`config.mk`:
```
export PLATFORM = sky130hd
export DESIGN_NAME = mmio_hub
export DESIGN_NICKNAME = d
export VERILOG_FILES = /design/src/rtl/mmio_hub.sv
export SDC_FILE = /design/constraint.sdc
export NUM_CORES = 1
export LEC_CHECK = 0
export BUFFER_PORTS_ARGS = -buffer_cell sky130_fd_sc_hd__buf_2
export CAP_MARGIN = 10
export CORE_MARGIN = 3
export CORE_UTILIZATION = 45
export CTS_CLUSTER_SIZE = 40
export DETAILED_ROUTE_END_ITERATION = 10
export SETUP_SLACK_MARGIN = 0.3
export SLEW_MARGIN = 20
export SYNTH_ARGS = -nofsm -noshare
export SYNTH_HDL_FRONTEND = slang
export SYNTH_SLANG_ARGS = --single-unit
```
`constraint.sdc`:
```
create_clock -name clk -period 3.7 [get_ports clk]
set_input_delay 0.185 -clock clk [delete_from_list [all_inputs] [get_ports clk]]
set_output_delay 0.185 -clock clk [all_outputs]
set_load 0.01 [all_outputs]
```
`src/rtl/mmio_hub.sv`:
```
`default_nettype none
// ============================================================================
// Module   : mmio_hub
// Brief    : 32-byte MMIO window with hex, LEDs, switches, debounced buttons
//            with sticky edge capture, and a free-running timer/compare.
// Revision : 1.0
// ============================================================================
module mmio_hub #(
    parameter logic [31:0] BASE_ADDR       = 32'hFFFF_0000,
    parameter int          NUM_SW          = 16,
    parameter int          NUM_BTNS        = 5,
    parameter int          NUM_LEDS        = 16,
    parameter int          NUM_DIGITS      = 4,
    parameter int          DEBOUNCE_CYCLES = 1_000_000
) (
    input  logic                    clk,
    input  logic                    reset,
    input  logic                    memread,
    input  logic                    memwrite,
    input  logic [31:0]             addr,
    input  logic [31:0]             writedata,
    output logic [31:0]             readdata,
    input  logic [NUM_SW-1:0]       sw,
    input  logic [NUM_BTNS-1:0]     btn,
    output logic [4*NUM_DIGITS-1:0] hex,
    output logic [NUM_LEDS-1:0]     led,
    output logic                    irq
);

    localparam int                 c_HEX_W   = 4 * NUM_DIGITS;
    localparam int                 c_CNT_W   = $clog2(DEBOUNCE_CYCLES);
    localparam logic [c_CNT_W-1:0] c_CNT_MAX = c_CNT_W'(DEBOUNCE_CYCLES - 1);

    logic [31:0]         r_readdata;
    logic [c_HEX_W-1:0]  r_hex;
    logic [NUM_LEDS-1:0] r_led;
    logic [NUM_SW-1:0]   r_sw_meta, r_sw_sync;
    logic [NUM_BTNS-1:0] r_btn_meta, r_btn_sync;
    logic [NUM_BTNS-1:0] r_btn_edge;
    logic [31:0]         r_timer, r_cmp;
    logic                r_match;

    logic [NUM_BTNS-1:0] w_btn_db, w_btn_rise;
    logic [31:0]         w_rd_mux;
    logic                w_hit, w_wr;
    logic [2:0]          w_idx;

    // addr[1:0] is don't-care and upper writedata bits go unused for narrow registers
    logic w_unused_ok;
    assign w_unused_ok = &{1'b0, addr[1:0], writedata};

    assign w_hit = (addr[31:5] == BASE_ADDR[31:5]);
    assign w_idx = addr[4:2];
    assign w_wr  = memwrite & w_hit;

    assign hex = r_hex;
    assign led = r_led;
    assign irq = r_match;
    assign readdata = r_readdata;

    always_ff @(posedge clk or negedge reset) begin
        if (!reset) begin
            r_sw_meta  <= '0;
            r_sw_sync  <= '0;
            r_btn_meta <= '0;
            r_btn_sync <= '0;
        end else begin
            r_sw_meta  <= sw;
            r_sw_sync  <= r_sw_meta;
            r_btn_meta <= btn;
            r_btn_sync <= r_btn_meta;
        end
    end

    // Per-button debouncer: a level flips only after staying different long enough
    for (genvar i = 0; i < NUM_BTNS; i++) begin : g_debounce
        logic [c_CNT_W-1:0] r_cnt;
        logic               r_level;
        logic               w_flip;

        assign w_flip        = (r_btn_sync[i] != r_level) && (r_cnt == c_CNT_MAX);
        assign w_btn_db[i]   = r_level;
        assign w_btn_rise[i] = w_flip & ~r_level;

        always_ff @(posedge clk or negedge reset) begin
            if (!reset) begin
                r_cnt   <= '0;
                r_level <= 1'b0;
            end else if (r_btn_sync[i] == r_level) begin
                r_cnt <= '0;
            end else if (w_flip) begin
                r_cnt   <= '0;
                r_level <= ~r_level;
            end else begin
                r_cnt <= r_cnt + c_CNT_W'(1);
            end
        end
    end

    always_comb begin
        w_rd_mux = '0;
        case (w_idx)
            3'd0:    w_rd_mux = 32'(r_hex);
            3'd1:    w_rd_mux = 32'(r_led);
            3'd2:    w_rd_mux = 32'(r_sw_sync);
            3'd3:    w_rd_mux = 32'(w_btn_db);
            3'd4:    w_rd_mux = 32'(r_btn_edge);
            3'd5:    w_rd_mux = r_timer;
            3'd6:    w_rd_mux = r_cmp;
            default: w_rd_mux = {31'd0, r_match};
        endcase
    end

    // Sticky flags: a same-cycle set overrides the write-one-to-clear
    always_ff @(posedge clk or negedge reset) begin
        if (!reset) begin
            r_readdata <= '0;
            r_hex      <= '0;
            r_led      <= '0;
            r_btn_edge <= '0;
            r_timer    <= '0;
            r_cmp      <= 32'hFFFF_FFFF;
            r_match    <= 1'b0;
        end else begin
            if (memread) begin
                r_readdata <= w_hit ? w_rd_mux : 32'd0;
            end
            if (w_wr && w_idx == 3'd0) begin
                r_hex <= writedata[c_HEX_W-1:0];
            end
            if (w_wr && w_idx == 3'd1) begin
                r_led <= writedata[NUM_LEDS-1:0];
            end
            if (w_wr && w_idx == 3'd4) begin
                r_btn_edge <= (r_btn_edge & ~writedata[NUM_BTNS-1:0]) | w_btn_rise;
            end else begin
                r_btn_edge <= r_btn_edge | w_btn_rise;
            end
            if (w_wr && w_idx == 3'd5) begin
                r_timer <= writedata;
            end else begin
                r_timer <= r_timer + 32'd1;
            end
            if (w_wr && w_idx == 3'd6) begin
                r_cmp <= writedata;
            end
            r_match <= (r_match & ~(w_wr && w_idx == 3'd7 && writedata[0]))
                     | (r_timer == r_cmp);
        end
    end

endmodule
`default_nettype wire

```
# Yosys cells after proc, flatten, opt, wreduce, memory -nomap -nowiden
# Index checks and enable logic that the tools add are counted.
# word_totals
regBits	281
latchBits	0
ramBits	0
rom_bits	0
inputBits	89
out_inout_bits	65
elab_cells	106
mem_count	0
# op_classes
addsub	6
n_mul	0
div_mod_pow	0
magnitude_cmp	0
n_eq_ne	24
shift	0
mux	14
bitwise	23
reduce_logical	18
# op_table
cell	n
case mux 32 bit (7 select lines)	1
2-to-1 mux 20 bit	10
adder 20 x 1 -> 20 bit (second input constant)	5
equality test 20 bit (second input constant)	5
2-to-1 mux 32 bit	2
adder 32 x 1 -> 32 bit (second input constant)	1
equality test 32 bit	1
equality test 27 bit (second input constant)	1
equality test 3 bit (second input constant)	4
logical AND 1 bit	12
inverter 1 bit	11
bitwise OR 5 bit	2
AND reduction 2 bit	5
bitwise AND 1 bit	7
equality test 3 x 2 -> 1 bit (second input constant)	2
bitwise AND 5 bit	1
equality test 1 bit	5
2-to-1 mux 5 bit	1
inequality test 1 bit	5
inverter 5 bit	1
equality test 3 x 1 -> 1 bit (second input constant)	1
logical NOT 3 bit	1
bitwise OR 1 bit	1

# Depth between registers and ports, before layout
# Gate-level depths: netlist (run 1).
# logic_depth
word_depth	7
depth_mapped	8

# Least setup slack after synthesis (run 1)
# OpenSTA, ideal clock, no wires.
# synth_path
kind	input -> register
from	input addr[14]
to	register r_hex[10], in the netlist hex[10]
setup_time_ps	127
arrival_time_ps	2075
t_required_ps	3573
slack_ps	1498
cell_stages	8
path_cell_list	or4b_1 > nor4_2 > and3_1 > buf_4 > and3b_1 > buf_4 > buf_6 > mux2_1
# synth_via
elab_chain_len	3
# synth_lines
item	line	rtl
from (decl)	20	input logic [31:0] addr,
equality test 27 bit	52	assign w_hit = (addr[31:5] == BASE_ADDR[31:5]);
bitwise AND 1 bit	54	assign w_wr = memwrite & w_hit;
logical AND 1 bit	128	if (w_wr && w_idx == 3'd0) begin
to (signal assigned)	129	r_hex <= writedata[c_HEX_W-1:0];
to (decl)	35	logic [c_HEX_W-1:0] r_hex;
# Every way passes these cells.
# A chain may end at the register's enable or synchronous reset.

# Final worst setup path (run 1)
# layout_path
from	register g_debounce[1].r_cnt[8]
to	register g_debounce[1].r_cnt[16]
# layout_via
elab_chain_len	4
# layout_lines
item	line	rtl
from (decl)	77	logic [c_CNT_W-1:0] r_cnt;
from (signal assigned)	95	r_cnt <= r_cnt + c_CNT_W'(1);
parallel branches: the longest is 2 deep, another holds adder 20 x 1 -> 20 bit	n/a	
2-to-1 mux 20 bit (*)	91	end else if (w_flip) begin
2-to-1 mux 20 bit (*)	89	end else if (r_btn_sync[i] == r_level) begin
# Mark *: on every way between the ends.

==> reports/results.ini, run 1 <==
[run_status]
status = finished, final reports clean

[critical_path]
criticalPathCategory = flop to flop
rr_startpoint = g_debounce[1].r_cnt[8]
crit_path_start_kind = flop
ff2ff_path_depth = 5
cp.required_ps = 4080
rrSetupSlack_ps = 1300
reg2reg_to = g_debounce[1].r_cnt[16]
path_max_fanout = 19
worstSetupEndpointType = flop
worstPathArrival_ps = 2780

[sta]
period_needed_ps = 2400
rsz0062_at_grt = false
relSlewSlack_pct = 34.3
tns_ps = 0
fin_worst_skew_ps = 16.8
worst_slew_pin_slew_ps = 985
slew_violations = 0
timing.final.crit_share_pct = 64.8
fmax_mhz = 417
setup_violations = 0
timing.final.hold_violations = 0

[synthesis]
ys_types = 44
synth_seq_cells = 281
ys_warn_count = 0
yosysTopAreaCell = dfrtp_1
synthTopCellsByArea = dfrtp_1 (48%), dfstp_2 (6.5%), xnor2_1 (6.2%)
synth_nets = 1302
syn_inst = 1207
synth_ff_type = dfrtp_1
yosysTopAreaCellShare_pct = 48.3
async_reset_ff_share_pct = 100
seq_area_frac_synth_pct = 54.8
avgSynthCellArea_um2 = 10.7
netlist_area_um2 = 12900
synth-edff-count = 0

[floorplanning]
fp-row-count = 61
core-area_um2 = 28000
start_util_pct = 46.0
io_pins = 154
die_h_um = 175
die_w_um = 175
dieArea_um2 = 30700

[grt]
grt_max_degree = 126
globalRouteTotalUtil_pct = 20.1
grt_pass1_wl_mm = 50.5
grt_pass1_vias = 9498
grt-ovfl-total = 0
antenna_found_initial = 1

[hold_path]
worstHoldPathType = input port to flop
hp-start = memread
hold_end = readdata[0]
holdPathStages = 3

[place]
place_area_um2 = 14100
hpwl_mm = 20.8
dp.cells = 1696
io_buffers = 151
gp_congestion = 0.802

[finish]
layout.cells.non_filler = 1807
final_cell_mix = dfrtp_1 (249), nor2_1 (159), buf_2 (150), xnor2_1 (92), xor2_1 (67)
drive_gt1_share_pct = 21.1
syn2layout_area_growth_pct = 21.1
final_common_cell = dfrtp_1
finalInstanceArea_um2 = 15600
finish.net_count = 1500
antennaDiodeCount = 0

[routing]
routedWlPerCell_um = 17.0
drt_pass1_iterations = 5
num_vias = 9512
drcViolationCount = 0
via_per_inst = 5.26
drtAntennaViolNets = 0
wirelength_mm = 30.7
drt_iter0_markers = 506

[clock_network]
cts.sinks = 281
cts.clk_slew.worst_paths_ps = 60
h-tree-depth = 1
numCtsBuffers = 31
clk_latency_ps = 540
cts-root-buf = clkbuf_16
clock_path_buffers = 3
cts_tree = built

[power_and_ir_drop]
p_seq_share_pct = 48.2
pwr_density_cell_nw_per_um2 = 416
irDropWorstVdd_mv = 0.311
switching_share_pct = 21.3
power.share.combinational_pct = 4.6
power.switching_mw = 1.39
intPower_mw = 5.12
p_clk_share_pct = 47.2
power_leakage_nw = 6.90

[job]
maxCapViolations = 0

## what timing repair did
item,in CTS,in global routing
hold endpoints to repair,228,0
buffers inserted,0,0
hold buffers,54,0
gates resized for setup,0,0
## per-layer routing
metal	track usage, %	vias to the layer above	wire length [um]
met4	3.96	2	544
met3	3.11	35	1500
met2	32.7	188	14500
li1	-	4581	-
met1	29.0	4706	14200
met5	0	-	13
## cell families (layout without fill, tap and decap cells)
| kind of cell | Yosys count | in the layout | synth area share [%] |
|---|---|---|---|
| compound gates | 141 | 141 | 6.75 |
| xor+xnor | 159 | 159 | 10.8 |
| fa+ha+maj | 6 | 6 | 0.582 |
| buf+inv | 107 | 329 | 3.37 |
| flops | 281 | 281 | 54.8 |
| mux | 84 | 84 | 7.31 |
| simple gates | 429 | 429 | 16.4 |
## layout make-up
type                    count  area, um2
clock buffers              50        917
clock inverters             7        110
fillers                  2473      12400
inverters                  48        180
multi-input cells         819       5390
flip-flops and latches    281       7070
well taps                 378        473
repair buffers            224       1470
## stage by stage
| stage | power (mW) | worst slack [ps] | hold WS [ps] | utilization (%) |
|---|---|---|---|---|
| 3_3_place_gp | 3.45 | 813 | 292 | 50.2 |
| 4_1_cts | 6.59 | 1270 | 217 | 55.8 |
| 6_report | 6.50 | 1300 | 239 | 55.8 |
| 2_1_floorplan | 3.28 | 1500 | -111 | - |
| 5_1_grt | 6.76 | 1080 | 248 | 55.8 |
| 3_5_place_dp | 3.45 | 787 | 294 | 50.2 |
## worst max-delay path by stage
stage | startpoint | cells after the start | slack (ps) | endpoint
2_1_floorplan | addr[14] | 8 | 1500 | hex[10]
3_3_place_gp | addr[14] | 7 | 810 | r_cmp[29]
3_5_place_dp | addr[14] | 7 | 790 | r_cmp[28]
4_1_cts | g_debounce[1].r_cnt[8] | 5 | 1270 | g_debounce[1].r_cnt[19]
5_1_grt | g_debounce[1].r_cnt[0] | 6 | 1080 | g_debounce[1].r_cnt[16]
6_report | g_debounce[1].r_cnt[8] | 5 | 1300 | g_debounce[1].r_cnt[16]
## power by group through the flow
| stage | Clock (mW) | Sequential, mW | Combinational [mW] |
|---|---|---|---|
| after floorplan | 0 | 3.18 | 0.0982 |
| after global placement | 0 | 3.19 | 0.260 |
| after detailed placement | 0 | 3.19 | 0.262 |
| after CTS | 3.15 | 3.13 | 0.308 |
| after global routing | 3.28 | 3.14 | 0.340 |
| final | 3.07 | 3.13 | 0.302 |
## registers in the layout, summed over array words and instances (netlist names)
name	cells
g_debounce.r_cnt	100
r_cmp	32
r_timer	32
readdata	32
hex	16
led	16
r_sw_meta	16
r_sw_sync	16
g_debounce.r_level	5
r_btn_edge	5
r_btn_meta	5
r_btn_sync	5
irq	1
## worst max-delay path, cell delays in order (launching register included)
cell      delay [ps]
dfrtp_1          430
nor4b_1          380
nand4_1          140
or4_1            610
nand2b_1         570
nor2_1           120
## Yosys cell counts, drive strengths merged, types with 18 or more instances
| cell type | instances |
|---|---|
| nor2 | 159 |
| inv | 48 |
| and3 | 18 |
| nand2 | 62 |
| clkbuf | 46 |
| nor4 | 22 |
| nand4 | 45 |
| o22ai | 33 |
| a22oi | 32 |
| a21oi | 38 |
| o21ai | 25 |
| xor2 | 67 |
| mux2 | 71 |
| dfrtp | 249 |
| xnor2 | 92 |
| dfstp | 32 |
| nand3 | 61 |
(Power assumes the default switching activity.)
==> inputs of run 2 (changes only) <==
Settings changed: PLACE_DENSITY from default to 0.67.
Clock period 3.7 ns to 1.9 ns, I/O delays scaled along.
==> reports/results.ini, run 2 (synthesized netlist as in run 1, its figures left out) <==
[floorplanning]
die_w_um = 175  ; unchanged
start_util_pct = 46.0  ; unchanged
die_h_um = 175  ; unchanged
io_pins = 154  ; unchanged
dieArea_um2 = 30700  ; unchanged
core-area_um2 = 28000  ; unchanged
fp-row-count = 61  ; unchanged

[place]
hpwl_mm = 22.2  ; +6.8%
gp_congestion = 0.845  ; +5.4%
io_buffers = 151  ; unchanged
post-place-ws_ps = -390  ; -1180 ps

[routing]
drcViolationCount = 0  ; unchanged
via_per_inst = 5.34  ; +1.5%
wirelength_mm = 34.3  ; +12%
num_vias = 10200  ; +6.9%
drt_pass1_iterations = 5  ; unchanged
routedWlPerCell_um = 18.0  ; +6.0%
drtAntennaViolNets = 0  ; unchanged
drt_iter0_markers = 871  ; +72%

[critical_path]
rrSetupSlack_ps = 160  ; -1150 ps
cp.required_ps = 2340  ; -1740 ps
worstPathArrival_ps = 2180  ; -600 ps
criticalPathCategory = flop to flop
crit_path_start_kind = flop
rr_startpoint = g_debounce[1].r_cnt[8]
crit_start = g_debounce[1].r_cnt[8]
worstSetupEndpointType = flop
ff2ff_path_depth = 6  ; +1
path_max_fanout = 9  ; -10
worstSetupEndpoint = g_debounce[1].r_cnt[18]
path_cells = nor4b_2, nand4_1, or4_4, nand2b_4, clkbuf_16, nor2_1
reg2reg_to = g_debounce[1].r_cnt[18]
cp_slowest_cell = or4_4
cpPeakStageDelay_ps = 470  ; -140 ps

[grt]
grt_max_degree = 82  ; -35%
grt_pass1_wl_mm = 52.9  ; +4.6%
grt_pass1_vias = 9870  ; +3.9%
globalRouteTotalUtil_pct = 21.1  ; +0.97 points
antenna_found_initial = 0  ; -1
grt-ovfl-total = 0  ; unchanged

[sta]
setup_violations = 0  ; unchanged
timing.final.crit_share_pct = 91.8  ; +27 points
tns_ps = 0  ; unchanged
rsz0062_at_grt = true
timing.final.hold_violations = 0  ; unchanged
relSlewSlack_pct = 71.1  ; +37 points
slew_violations = 0  ; unchanged
worst_slew_pin_slew_ps = 434  ; -551 ps
fmax_mhz = 574  ; +37%
period_needed_ps = 1740  ; -652 ps
fin_ws_ps = 157  ; -1150 ps
fin_worst_skew_ps = 9.87  ; -6.89 ps

[clock_network]
cts.sinks = 281  ; unchanged
h-tree-depth = 1  ; unchanged
cts-root-buf = clkbuf_16
clock_path_buffers = 3  ; unchanged
cts_tree = built
numCtsBuffers = 30  ; -3.2%
cts.clk_slew.worst_paths_ps = 60  ; about the same
clk_latency_ps = 550  ; about the same

[hold_path]
worstHoldPathType = input port to async pin

[power_and_ir_drop]
power_leakage_nw = 7.56  ; +9.6%
pwr_density_cell_nw_per_um2 = 733  ; +76%
total_power_mw = 12.6  ; +94%
irDropWorstVdd_mv = 0.625  ; +100%

[finish]
syn2layout_area_growth_pct = 33.3
finish.net_count = 1599  ; +6.6%
final_common_cell = dfrtp_1
final_cell_mix = dfrtp_1 (232), buf_2 (149), nor2_1 (136), xnor2_1 (88), buf_4 (86)
antennaDiodeCount = 0  ; unchanged
drive_gt1_share_pct = 33.6  ; +12 points
fin_util_pct = 61.4  ; +5.6 points
regMostFlops = g_debounce.r_cnt
largest_reg_flops = 100  ; unchanged

[job]
maxCapViolations = 0  ; unchanged

[run_status]
status = finished, final reports clean

-- run 2: power breakdown --
group | internal, mW | switching, mW | leakage (nW)
clock network | 3.44 | 2.35 | 0.490
registers | 6.06 | 0.0379 | 3.62
logic | 0.315 | 0.409 | 3.45
total | 9.81 | 2.80 | 7.56
-- run 2: repair_timing --
| item | in CTS | in global routing |
|---|---|---|
| endpoints found under the setup margin | 141 | 192 |
| setup buffers | 18 | 17 |
| hold buffers | 56 | 0 |
| resized for setup | 45 | 105 |
| pin swaps | 24 | 30 |
| endpoints found under the hold margin | 384 | 0 |
| cloned | 2 | 8 |
-- run 2: critical path, delay by kind of cell (launching register included) --
kind                   cells  cell delay (ps)
flip-flops                 1              400
buffers and inverters      1              160
AND/OR/NAND/NOR            5             1070
-- run 2: worst min-delay path by stage --
stage / cells after the start / to
CTS: 2 / g_debounce[3].r_cnt[16]
global route: 2 / g_debounce[3].r_cnt[3]
detailed placement: 1 / g_debounce[3].r_cnt[17]
floorplan: 0 / g_debounce[0].r_cnt[0]
global placement: 1 / g_debounce[3].r_cnt[17]
finish: 2 / g_debounce[3].r_cnt[16]
-- run 2: metrics by stage --
step	cells	hold slack [ps]	instance area, um2
final	1904	22.8	17200
after floorplan	1207	-201	13100
after global placement	1749	-8.09	14600
after detailed placement	1749	-6.97	14600
after global routing	1904	34.4	17200
after CTS	1879	18.4	16500
-- run 2: cell type report --
class / instances / area, um2
clock buffer: 43 / 871
clock inverter: 11 / 109
fill: 2237 / 10800
inverter: 48 / 180
multi-input combinational: 819 / 5980
sequential: 281 / 7090
tap: 378 / 473
timing repair buffer: 324 / 2480
-- run 2: metal layers --
metal / share of wire [%] / up-vias / track usage, %
met5: 0 / - / 0
met4: 1.9 / 0 / 4.99
met3: 6.8 / 49 / 4.69
met2: 48 / 283 / 34.2
met1: 43 / 5066 / 29.2
li1: - / 4771 / -
